### config.mk
export PLATFORM = sky130hd
export DESIGN_NAME = fetch_queue
export DESIGN_NICKNAME = d
export VERILOG_FILES = /design/src/rtl/fetch_queue.sv
export SDC_FILE = /design/constraint.sdc
export NUM_CORES = 1
export LEC_CHECK = 0
export ABC_AREA = 1
export BUFFER_PORTS_ARGS = -buffer_cell sky130_fd_sc_hd__buf_2
export CORE_MARGIN = 2
export CORE_UTILIZATION = 39
export CTS_CLUSTER_DIAMETER = 120
export DETAILED_ROUTE_END_ITERATION = 6
export GPL_ROUTABILITY_DRIVEN = 0
export PLACE_DENSITY = 0.63
export SLEW_MARGIN = 5
export SYNTH_ARGS = -nofsm -noshare
export SYNTH_HDL_FRONTEND = slang
export SYNTH_SLANG_ARGS = --single-unit
### constraint.sdc
create_clock -name clock -period 18.5 [get_ports clock]
set_input_delay 0.925 -clock clock [delete_from_list [all_inputs] [get_ports clock]]
set_output_delay 0.925 -clock clock [all_outputs]
set_load 0.01 [all_outputs]
### src/rtl/fetch_queue.sv
// -----------------------------------------------------------------------------
// fetch_queue
//
// Instruction-fetch front end. Owns the fetch PC, issues sequential requests
// to instruction memory over a valid/ready handshake, and buffers returned
// instructions (tagged with their PC) in a DEPTH-entry FIFO that decode drains
// through a valid/ready port. A redirect flushes the FIFO, restarts fetch at
// the new PC and discards every response that was already in flight.
//
// Optional feature (macro FETCH_QUEUE_BYPASS_EN):
//   When the FIFO is empty and a live response arrives, that response drives
//   out_valid/out_pc/out_inst combinationally in the same cycle. If decode
//   takes it (out_ready) it is never written into the FIFO.
//   Without the macro there is no combinational path from imem_resp_* to
//   out_*; response-to-output latency is always one cycle.
//
// Parameters:
//   XLEN      PC / address width
//   DEPTH     FIFO entries (power of two, >= 2)
//   RESET_PC  fetch PC after reset
//
// Ports:
//   clock            rising-edge clock
//   reset            asynchronous active-high reset
//   imem_req_valid   fetch request valid (credit limited)
//   imem_req_ready   memory accepts request
//   imem_req_addr    fetch address (current fetch PC)
//   imem_resp_valid  in-order instruction return, >= 1 cycle after acceptance
//   imem_resp_inst   returned instruction
//   redirect_valid   flush and restart fetch
//   redirect_pc      new fetch PC (4-byte aligned)
//   out_valid        queue head valid
//   out_ready        decode consumes head
//   out_pc           head PC
//   out_inst         head instruction
//   count            occupied FIFO entries
// -----------------------------------------------------------------------------
`timescale 1ns/1ps

module fetch_queue #(
  parameter int              XLEN     = 64,
  parameter int              DEPTH    = 4,
  parameter logic [XLEN-1:0] RESET_PC = 64'd0
) (
  input  logic                    clock,
  input  logic                    reset,
  output logic                    imem_req_valid,
  input  logic                    imem_req_ready,
  output logic [XLEN-1:0]         imem_req_addr,
  input  logic                    imem_resp_valid,
  input  logic [31:0]             imem_resp_inst,
  input  logic                    redirect_valid,
  input  logic [XLEN-1:0]         redirect_pc,
  output logic                    out_valid,
  input  logic                    out_ready,
  output logic [XLEN-1:0]         out_pc,
  output logic [31:0]             out_inst,
  output logic [$clog2(DEPTH):0]  count
);

  localparam int              PW      = $clog2(DEPTH);
  localparam int              CW      = PW + 1;
  localparam logic [CW:0]     CREDITS = (CW+1)'(DEPTH);
  localparam logic [XLEN-1:0] PC_STEP = XLEN'(4);

  logic [XLEN-1:0] fetch_pc;
  logic [XLEN-1:0] resp_pc;
  logic [CW-1:0]   pending;
  logic [CW-1:0]   drop;
  logic [CW-1:0]   count_q;
  logic [PW-1:0]   rd_ptr;
  logic [PW-1:0]   wr_ptr;

  logic [XLEN-1:0] pc_mem   [DEPTH];
  logic [31:0]     inst_mem [DEPTH];

  logic [CW:0] inflight;
  logic        req_fire;
  logic        resp_live;
  logic        resp_keep;
  logic        resp_drop;
  logic        q_nonempty;
  logic        pop;
  logic        push;
  logic        bypass_take;

  // Credits cover both buffered entries and requests still in flight, so a
  // returning response always has a free slot.
  assign inflight       = {1'b0, pending} + {1'b0, count_q};
  assign imem_req_valid = !reset && !redirect_valid && (inflight < CREDITS);
  assign imem_req_addr  = fetch_pc;
  assign req_fire       = imem_req_valid && imem_req_ready;

  // A response arriving in a redirect cycle is stale by definition.
  assign resp_live  = imem_resp_valid && !redirect_valid;
  assign resp_keep  = resp_live && (drop == '0);
  assign resp_drop  = resp_live && (drop != '0);

  assign q_nonempty = (count_q != '0);
  assign pop        = q_nonempty && out_ready && !redirect_valid;

`ifdef FETCH_QUEUE_BYPASS_EN
  logic bypass_avail;

  assign bypass_avail = resp_keep && !q_nonempty;
  assign bypass_take  = bypass_avail && out_ready;
  assign out_valid    = q_nonempty || bypass_avail;
  assign out_pc       = bypass_avail ? resp_pc        : pc_mem[rd_ptr];
  assign out_inst     = bypass_avail ? imem_resp_inst : inst_mem[rd_ptr];
`else
  assign bypass_take  = 1'b0;
  assign out_valid    = q_nonempty;
  assign out_pc       = pc_mem[rd_ptr];
  assign out_inst     = inst_mem[rd_ptr];
`endif

  assign push  = resp_keep && !bypass_take;
  assign count = count_q;

  always_ff @(posedge clock or posedge reset) begin
    if (reset) begin
      fetch_pc <= RESET_PC;
      resp_pc  <= RESET_PC;
      pending  <= '0;
      drop     <= '0;
      count_q  <= '0;
      rd_ptr   <= '0;
      wr_ptr   <= '0;
    end else if (redirect_valid) begin
      fetch_pc <= redirect_pc;
      resp_pc  <= redirect_pc;
      count_q  <= '0;
      rd_ptr   <= wr_ptr;
      pending  <= pending - CW'(imem_resp_valid);
      // pending already counts responses that were marked for dropping by an
      // earlier redirect, so after this redirect everything still in flight
      // is stale: drop becomes exactly the remaining in-flight count. This
      // matches drop + pending - resp whenever drop was zero and stays exact
      // for back-to-back redirects.
      drop     <= pending - CW'(imem_resp_valid);
    end else begin
      if (req_fire) begin
        fetch_pc <= fetch_pc + PC_STEP;
      end
      pending <= pending + CW'(req_fire) - CW'(imem_resp_valid);
      if (resp_drop) begin
        drop <= drop - CW'(1);
      end
      // resp_pc tracks every kept response, including ones taken by bypass.
      if (resp_keep) begin
        resp_pc <= resp_pc + PC_STEP;
      end
      if (push) begin
        wr_ptr <= wr_ptr + PW'(1);
      end
      if (pop) begin
        rd_ptr <= rd_ptr + PW'(1);
      end
      count_q <= count_q + CW'(push) - CW'(pop);
    end
  end

  // Storage is cleared on reset so the head reads as zero until the first fill.
  always_ff @(posedge clock or posedge reset) begin
    if (reset) begin
      for (int i = 0; i < DEPTH; i++) begin
        pc_mem[i]   <= '0;
        inst_mem[i] <= '0;
      end
    end else if (push) begin
      pc_mem[wr_ptr]   <= resp_pc;
      inst_mem[wr_ptr] <= imem_resp_inst;
    end
  end

  // Interface sanity: memory returns nothing it was not asked for, the credit
  // scheme keeps the FIFO from overflowing, and redirect targets are aligned.
  a_resp_has_pending : assert property (
    @(posedge clock) disable iff (reset) imem_resp_valid |-> (pending != '0));

  a_no_overflow : assert property (
    @(posedge clock) disable iff (reset)
    push |-> ((count_q != CW'(DEPTH)) || pop));

  a_redirect_aligned : assert property (
    @(posedge clock) disable iff (reset)
    redirect_valid |-> (redirect_pc[1:0] == 2'b00));

endmodule

==> results.json <==
{
  "dieArea_um2": 70100,
  "relSlewSlack_pct": 23.1,
  "rsz0062_at_grt": "no",
  "yosysWarnings": 0,
  "synth_edf_count": 0,
  "num_vias": 24400,
  "tightestPinTransition_ns": 1.15,
  "nets": 3805,
  "drt_wl_total_um": 84400,
  "p_int_uw": 2830,
  "comb_power_share_pct": 34.3,
  "hold_path_class": "input port to async pin",
  "max_freq_ghz": 0.216,
  "timing_hold_violations_final": 0,
  "grt_usage_pct": 23.7,
  "setup_violations": 0,
  "cts_tree": "yes",
  "drive_gt1_share_pct": 11.0,
  "arrival_ns": 3.71,
  "cts_max_path_buffers": 3,
  "synth_top_cell_by_area": "dfrtp_1",
  "grt_pass1_wl_um": 131000,
  "criticalPathCategory": "flop to primary output",
  "final_common_cell": "nand2_1",
  "place.detailed.hpwl_um": 56500,
  "antenna_found_initial": 2,
  "synth_ff_type": "dfrtp_1",
  "total_power_uw": 4620,
  "hold_slack_ns": 0.401,
  "core_um2": 67300,
  "placementRows": 95,
  "drc": 0,
  "grt_max_degree": 164,
  "clk_pin_slew_ns": 0.06,
  "grt_pass1_vias": 22800,
  "fin_util_pct": 45.2,
  "swShare_pct": 38.7,
  "startpoint_type": "flop",
  "drt-pass1-iter-count": 6,
  "switching_power_uw": 1790,
  "cts-htree-levels": 2,
  "clk_latency_ns": 0.65,
  "die_w_um": 265,
  "clock_power_share_pct": 26.8,
  "final-seq-area_um2": 13100,
  "synth_area_leaders": "dfrtp_1 (50%), nand2_1 (14%), o21ai_0 (13%)",
  "fillers": 6914,
  "maxCapViolCount": 0,
  "drt_iter0_markers": 2417,
  "netlist_area_um2": 26500,
  "avgRoutedWirePerCell_um": 18.3,
  "clockRootBuffer": "clkbuf_16",
  "netlist.area_leader.share_pct": 49.6,
  "min_period_ns": 4.64,
  "synth_nets": 3642,
  "grt_overflow": 0,
  "ant_nets": 0,
  "power_density_nw_per_um2": 152,
  "p_leak_uw": 0.0143,
  "clock_skew_ns": 0.0275,
  "die-height_um": 265,
  "cts_resized": 0,
  "pwr-share-seq_pct": 38.9,
  "ys_types": 37,
  "timing.setup.tns_ns": 0,
  "yosysSeqAreaShare_pct": 49.6,
  "mostFrequentLayoutCells": "nand2_1 (1005), o21ai_0 (675), dfrtp_1 (523)",
  "slew_viol_final": 0,
  "numCtsBuffers": 57,
  "syn2layout_area_growth_pct": 14.7,
  "io_buffers": 266,
  "timing.final.crit_share_pct": 25.1,
  "async_reset_ff_share_pct": 100,
  "initial_core_util_pct": 39.4,
  "numClockSinks": 525,
  "via_per_inst": 5.31,
  "ctsHoldBuffers": 0,
  "outcome": "finished clean",
  "ys_seq_elements": 525,
  "cp.required_ns": 17.57,
  "end_kind": "primary output",
  "crit_fanout": 101,
  "multi_input_area_um2": 11600,
  "io_pins": 267,
  "post_cts_buffers": 0,
  "synth.avg_cell_area_um2": 7.52,
  "synthCells": 3522,
  "ir_worst_vdd_mv": 0.0945
}
==> sequential cells by signal (all words and copies together), names as in the netlist <==
| signal | cells |
|---|---|
| imem_req_addr | 64 |
| pc_mem | 256 |
| wr_ptr | 2 |
| count | 3 |
| inst_mem | 128 |
| drop | 3 |
| rd_ptr | 2 |
| pending | 3 |
| resp_pc | 64 |
==> power by group through the flow <==
| stage | sequential, uW | clock [uW] | combinational (uW) |
|---|---|---|---|
| after detailed placement | 1800 | 0 | 1590 |
| after CTS | 1790 | 1260 | 1600 |
| final | 1800 | 1240 | 1590 |
| after global routing | 1850 | 1310 | 1790 |
| after floorplan | 1740 | 0 | 1030 |
| after global placement | 1810 | 0 | 1560 |
==> area by class of cell <==
class	instances	area share [%]
multi-input cells	2557	38.2
flip-flops and latches	525	43.2
well taps	873	3.59
repair buffers	283	4.88
inverters	261	3.27
clock buffers	79	5.39
clock inverters	25	1.38
diodes	1	0.00823
==> path summary, 6_finish.rpt <==
check | endpoint | depth (start not counted) | slack, ns | startpoint
setup / recovery | out_pc[47] | 5 | 13.86 | rd_ptr[0]$_DFFE_PP0P_
hold / removal | count[2]$_DFF_PP0_ | 2 | 0.40 | reset
setup reg to reg | inst_mem[34]$_DFFE_PP0P_ | 10 | 14.48 | drop[0]$_DFFE_PP0P_
hold reg to reg | imem_req_addr[0]$_DFFE_PP0P_ | 2 | 0.47 | imem_req_addr[0]$_DFFE_PP0P_
max in group asynchronous | pc_mem[216]$_DFFE_PP0P_ | 4 | 15.89 | reset
min in group clock | imem_req_addr[0]$_DFFE_PP0P_ | 2 | 0.47 | imem_req_addr[0]$_DFFE_PP0P_
==> worst max-delay path, cell delays in order (launching register included) <==
cell     delay, ns
dfrtp_4       0.69
inv_6         0.65
buf_4         0.87
o21ai_0       0.20
o22ai_1       0.35
buf_2         0.21
==> logic make-up after synthesis <==
family,share of synthesized area (%)
fa+ha+maj,0.907
simple gates,25.2
flops,49.6
xor+xnor,1.19
buf+inv,6.70
compound gates,16.4
==> synthesized netlist by cell type, types with 6 or more instances <==
| cell | n |
|---|---|
| xor2_1 | 24 |
| nand4_1 | 37 |
| inv_1 | 256 |
| o211ai_1 | 14 |
| o21ai_1 | 11 |
| dfrtp_1 | 525 |
| nor2_2 | 8 |
| xnor2_1 | 12 |
| o22ai_1 | 96 |
| buf_2 | 55 |
| clkbuf_1 | 112 |
| buf_4 | 6 |
| nand3_1 | 146 |
| o21ai_0 | 675 |
| a21oi_1 | 18 |
| ha_1 | 16 |
| nor2_1 | 450 |
| nand2_1 | 1009 |
==> layer usage <==
metal / global-route usage [%] / vias to the layer above / share of wire (%)
li1: - / 11800 / -
met1: 34.4 / 11600 / 46
met2: 36.0 / 846 / 44
met3: 3.12 / 172 / 6.3
met4: 9.42 / 0 / 4.1
met5: 0 / - / 0
==> metrics by stage <==
stage	instance area, um^2	setup WS, ns	std cells
2_1_floorplan	26500	2.91	3522
3_3_place_gp	28300	14.22	4499
3_5_place_dp	28300	14.08	4499
4_1_cts	30400	13.87	4603
5_1_grt	30400	13.69	4603
6_report	30400	13.86	4604
Power figures use the tool's default switching activity.
